===== config.mk =====
export PLATFORM = sky130hd
export DESIGN_NAME = y_signature_compactor
export DESIGN_NICKNAME = d
export VERILOG_FILES = /design/src/rtl/y_compact_pkg.sv /design/src/rtl/y_compact_misr_step.sv /design/src/rtl/y_signature_compactor.sv
export SDC_FILE = /design/constraint.sdc
export NUM_CORES = 1
export LEC_CHECK = 0
export CAP_MARGIN = 20
export CORE_MARGIN = 1.5
export CORE_UTILIZATION = 35
export DETAILED_ROUTE_END_ITERATION = 12
export GPL_TIMING_DRIVEN = 0
export PLACE_DENSITY_LB_ADDON = 0.3
export SYNTH_ARGS = -nofsm -noshare
export SYNTH_HDL_FRONTEND = slang
export SYNTH_SLANG_ARGS = --single-unit
export TNS_END_PERCENT = 5

===== constraint.sdc =====
create_clock -name clk -period 2.4 [get_ports clk]
set_clock_uncertainty 0.05 [all_clocks]
set_input_delay 0.48 -clock clk [delete_from_list [all_inputs] [get_ports clk]]
set_output_delay 0.48 -clock clk [all_outputs]
set_load 0.02 [all_outputs]

===== src/rtl/y_compact_pkg.sv =====
// Shared constants, FSM state type and the XOR fold used by the y-bus signature compactor.
// Consumed by y_compact_misr_step, y_signature_compactor and any golden-model checker.
package y_compact_pkg;

   localparam int Y_W   = 245;
   localparam int SIG_W = 32;
   localparam int CNT_W = 16;

   localparam logic [SIG_W-1:0] POLY = 32'h04C11DB7;
   localparam logic [SIG_W-1:0] SEED = 32'hFFFFFFFF;

   // y is zero-padded up to a whole number of signature words before folding
   localparam int FOLD_N = (Y_W + SIG_W - 1) / SIG_W;

   typedef enum logic [1:0] {
      IDLE = 2'd0,
      RUN  = 2'd1,
      DONE = 2'd2
   } state_t;

   function automatic logic [SIG_W-1:0] fold(input logic [Y_W-1:0] y);
      logic [FOLD_N*SIG_W-1:0] ypad;
      logic [SIG_W-1:0]        acc;
      ypad           = '0;
      ypad[Y_W-1:0]  = y;
      acc            = '0;
      for (int i = 0; i < FOLD_N; i++) begin
         acc = acc ^ ypad[i*SIG_W +: SIG_W];
      end
      return acc;
   endfunction

endpackage


===== src/rtl/y_compact_misr_step.sv =====
// One combinational MISR step: shifts the signature, applies POLY feedback and folds in y.
// Kept separate so a golden-model checker can instance the exact same step.
module y_compact_misr_step
   import y_compact_pkg::*;
(
   input  logic [SIG_W-1:0] sig,
   input  logic [Y_W-1:0]   y,
   output logic [SIG_W-1:0] sig_n
);

   assign sig_n = {sig[SIG_W-2:0], 1'b0}
                ^ (sig[SIG_W-1] ? POLY : '0)
                ^ fold(y);

endmodule


===== src/rtl/y_signature_compactor.sv =====
// Compacts a run of y samples into one 32-bit MISR signature with a valid/ready result handshake.
// Optional golden-signature compare ports are enabled by defining Y_COMPACT_CMP_EN.
module y_signature_compactor
   import y_compact_pkg::*;
(
   input  logic             clk,
   input  logic             rst,
   input  logic [Y_W-1:0]   y,
   input  logic             y_valid,
   input  logic             start,
   input  logic [CNT_W-1:0] num_samples,
   output logic             busy,
   output logic [SIG_W-1:0] sig,
   output logic             sig_valid,
`ifdef Y_COMPACT_CMP_EN
   input  logic [SIG_W-1:0] golden_sig,
   output logic             pass,
   output logic             fail,
`endif
   input  logic             sig_ready
);

   state_t           state;
   logic [CNT_W-1:0] count;
   logic [CNT_W-1:0] count_inc;
   logic [CNT_W-1:0] n_q;
   logic [SIG_W-1:0] sig_n;

   y_compact_misr_step u_step (
      .sig   (sig),
      .y     (y),
      .sig_n (sig_n)
   );

   assign count_inc = count + CNT_W'(1);

   // A sample lands in sig on the same edge that accepts it; the last accepted sample also ends the run.
   always_ff @(posedge clk or posedge rst) begin
      if (rst) begin
         state     <= IDLE;
         sig       <= SEED;
         count     <= '0;
         n_q       <= '0;
         busy      <= 1'b0;
         sig_valid <= 1'b0;
      end else begin
         case (state)
            IDLE: begin
               if (start) begin
                  sig   <= SEED;
                  count <= '0;
                  n_q   <= num_samples;
                  if (num_samples == '0) begin
                     state     <= DONE;
                     sig_valid <= 1'b1;
                  end else begin
                     state <= RUN;
                     busy  <= 1'b1;
                  end
               end
            end
            RUN: begin
               if (y_valid) begin
                  sig   <= sig_n;
                  count <= count_inc;
                  if (count_inc == n_q) begin
                     state     <= DONE;
                     busy      <= 1'b0;
                     sig_valid <= 1'b1;
                  end
               end
            end
            DONE: begin
               if (sig_ready) begin
                  state     <= IDLE;
                  sig_valid <= 1'b0;
               end
            end
            default: begin
               state     <= IDLE;
               busy      <= 1'b0;
               sig_valid <= 1'b0;
            end
         endcase
      end
   end

`ifdef Y_COMPACT_CMP_EN
   assign pass = (state == DONE) && (sig == golden_sig);
   assign fail = (state == DONE) && (sig != golden_sig);
`endif

endmodule


==> results by group <==
Synthesis
  • Syn Nets: just under 900
  • Post-synth top area cell: xnor2_1
  • Cells after Synth: 601
  • Synth top area share: 0.400
  • Ys async rst share: 1.00
  • Main synth FF type: dfrtp_1
  • Post-synth EDFFs: 0
  • YS warnings: 0
  • Unique masters post-synth: between 40 and 50
  • Synth top cells by count: xnor2_1, nor2_1, a21oi_1
  • Post-synthesis area per instance: 9.29 um2
  • Seq cells post-synth: about 70
  • Synth Cell Area: ~0.0056 mm2
  • Register area share after synthesis: 0.312
  • Synth top area cells: xnor2_1, dfrtp_1, dfstp_2, nor2_1, a21oi_1
  • Cell with the most instances after synthesis: xnor2_1

Placed design
  • Post-DP HPWL: around 15 mm
  • PortBufs: approximately 300
  • Placer Congestion: between 0.8 and 0.9

Global routing
  • Met1 Usage GRT: 0.231
  • Overflow after GRT: 0
  • Largest net degree at the start of global routing: around 70
  • GRT Overall Usage: 0.210
  • M3 GR Usage: 0.0623
  • Met2 GRT Util: 0.388
  • Vias in the first global route: between 5,000 and 6,000
  • Initial antenna violation count: 2
  • Global-route wire length before repair: approximately 26 mm
  • GRT Max-Usage Layer: met2

Pwr
  • Peak supply drop: approximately 0.49 mV
  • Clock power share: 0.173
  • Pint: ~5.0 mW
  • Logic gate share of total power: 0.546
  • Psw: ~2.8 mW
  • Sw frac: 0.361
  • Pwr/cell area: 834 mW/mm2
  • Total power: roughly 8 mW
  • Leakage: about 3.3 nW
  • Seq pwr share: 0.281

STA
  • Setup Viol. Count Final: 4
  • Fin crit share: 1.05
  • RSZ-0062 raised after global routing: yes
  • Fmax: a little under 400 MHz
  • Post-route minimum period: around 2.5 ns
  • Setup WS post-layout: -0.126 ns
  • Worst slew pin tran: between 0.8 and 0.9 ns
  • Final hold vios: 0
  • Slew headroom: 0.424
  • Final Max Slew Viols: 0
  • Setup TNS: -0.354 ns

Critical path
  • Buf/Inv on CP: 0
  • CP Max Fanout: 8
  • R2R Path Start: count[8]
  • Kind of cell adding the most delay to the critical path: simple AND/OR/NAND/NOR gates
  • Critical path arrival: roughly 2.7 ns
  • Critical Path Max Stage Delay: between 0.5 and 0.6 ns
  • Critical path's slowest cell: or4_4
  • WP depth: 7
  • CP startpoint kind: register
  • Cells on worst reg2reg path: 7
  • Critical path endpoint: busy
  • Worst reg2reg setup slack: -0.13 ns
  • FF-to-FF End: busy
  • Critical Path Source: count[8]
  • Worst Setup End Kind: register
  • Critical setup path kind: register to register
  • CP Data Required Time: around 2.6 ns
  • CP Cell Sequence: nand2_2 > or4_4 > or4b_4 > o311ai_4 > and4_4 > o2111ai_4 > o21a_1

Finish
  • Share of cells above drive strength 1: 0.108
  • Area grow syn2layout: 67.3%
  • Count of nets after finishing: 1,184

Floorplan
  • # IOs: 300
  • Die X-Extent: ~130 um
  • Initial core utilization: 0.363
  • Core ar.: between 0.015 and 0.02 mm2
  • Row Count: 45
  • Die area: around 0.017 mm2
  • Die H: about 130 um

Clocking
  • Worst-Skew Late Latency: roughly 0.34 ns
  • CTS buffer count: 9
  • Root Driver: clkbuf_16
  • TritonCTS clock tree: done
  • H-Tree Level Count: 3
  • CTS sink count: a little under 70
  • Bufs on Longest Clock Path: 2
  • Clock slew at reported path FFs: 0.06 ns
  • Post-CTS Hold Fix Bufs: 0

Run status
  • Failing checks: setup timing
  • Outcome: finished, violations left

Worst hold path
  • HP Class: register to register

Drt
  • Vias: approximately 5,300
  • Wire per inst: 15.8 um
  • First-pass DRT Iterations: 4
  • DRT iter0 DRCs: around 220
  • Remaining DRCs: 0
  • Vias per cell: ~4.6
  • DRT antenna net count: 0
  • Routed WL: about 18 mm

Job
  • # Max-Cap Violations: 0
==> cell families after synthesis <==
kind of cell / after synthesis / share of synthesized area
AO/OA/AOI/OAI: 94 / 0.0986
XOR/XNOR: 276 / 0.433
adder cells (fa/ha/maj): 1 / 0.00224
buffers and inverters: 27 / 0.0188
flip-flops: 68 / 0.312
multiplexers: 17 / 0.0340
AND/OR/NAND/NOR: 118 / 0.102
==> registers in the layout, summed over array words and instances (netlist names) <==
register / flops
count: 16
state: 2
n_q: 16
busy: 1
sig_valid: 1
sig: 32
==> area by class of cell <==
class                   count  area, um2
flip-flops and latches     68       1750
clock buffers              10        239
diodes                      1       2.50
multi-input cells         506       3850
well taps                 211        264
repair buffers            307       3050
clock inverters             6       63.8
inverters                   6       25.0
plain buffers              19       96.3
fillers                  1339       6030
==> how the worst min path moves through the flow <==
| stage | start | end | slack (ns) | cells past startpoint |
|---|---|---|---|---|
| 5_1_grt | sig[16] | sig[16] | 0.48 | 2 |
| 2_1_floorplan | count[15] | count[15] | 0.44 | 1 |
| 4_1_cts | sig[11] | sig[11] | 0.47 | 2 |
| 3_3_place_gp | sig[14] | sig[14] | 0.45 | 2 |
| 3_5_place_dp | sig[11] | sig[11] | 0.46 | 2 |
| 6_report | sig[11] | sig[11] | 0.47 | 2 |
==> placed cells by master, fill, tap and decap left out, types with 7 or more instances in the layout <==
cell,instances
buf_4,8
nand2_1,23
clkbuf_16,9
clkdlybuf4s50_1,299
clkbuf_1,14
nor2_1,53
a21oi_1,37
xor2_1,21
xnor2_1,255
nor4_1,7
o21ai_0,28
dfrtp_1,31
mux2_2,16
dfstp_2,32
==> layer usage <==
| metal | share of wire | wire length, um | vias up |
|---|---|---|---|
| met5 | 0.00067 | 12 | - |
| met4 | 0.022 | 392 | 2 |
| met3 | 0.068 | 1220 | 28 |
| met2 | 0.54 | 9770 | 171 |
| met1 | 0.37 | 6580 | 2439 |
| li1 | - | - | 2625 |
==> through the flow <==
| step | hold slack, ns | worst slack, ns | area [um2] | instances | util |
|---|---|---|---|---|---|
| 3_3_place_gp | 0.454 | -1.07 | 8850 | 1111 | 0.576 |
| 6_report | 0.465 | -0.126 | 9340 | 1134 | 0.608 |
| 5_1_grt | 0.484 | -0.167 | 9340 | 1134 | 0.608 |
| 2_1_floorplan | 0.436 | 0.00442 | 5590 | 601 | - |
| 3_5_place_dp | 0.458 | -0.383 | 8850 | 1111 | 0.576 |
| 4_1_cts | 0.469 | -0.0778 | 9300 | 1132 | 0.605 |
==> worst reg2reg max path, delay by kind of cell (launching register included) <==
family | cells | cell delay (ns)
flops | 1 | 0.42
compound gates | 3 | 0.47
simple gates | 4 | 1.46
==> power groups by stage <==
| stage | logic, mW | registers, mW | clock network (mW) |
|---|---|---|---|
| 5_1_grt | 4.60 | 2.25 | 1.42 |
| 2_1_floorplan | 2.40 | 2.44 | 0 |
| 3_3_place_gp | 4.13 | 2.17 | 0 |
| 4_1_cts | 4.29 | 2.18 | 1.36 |
| 6_report | 4.25 | 2.19 | 1.35 |
| 3_5_place_dp | 4.18 | 2.18 | 0 |
==> what timing repair did <==
action                                  4_1_cts  5_1_grt
pin swaps                                     3        0
gates resized for setup                      24        9
buffers inserted                              7        1
endpoints found under the setup margin       13       12
hold endpoints to repair                      0        0
Power figures use the tool's default switching activity.
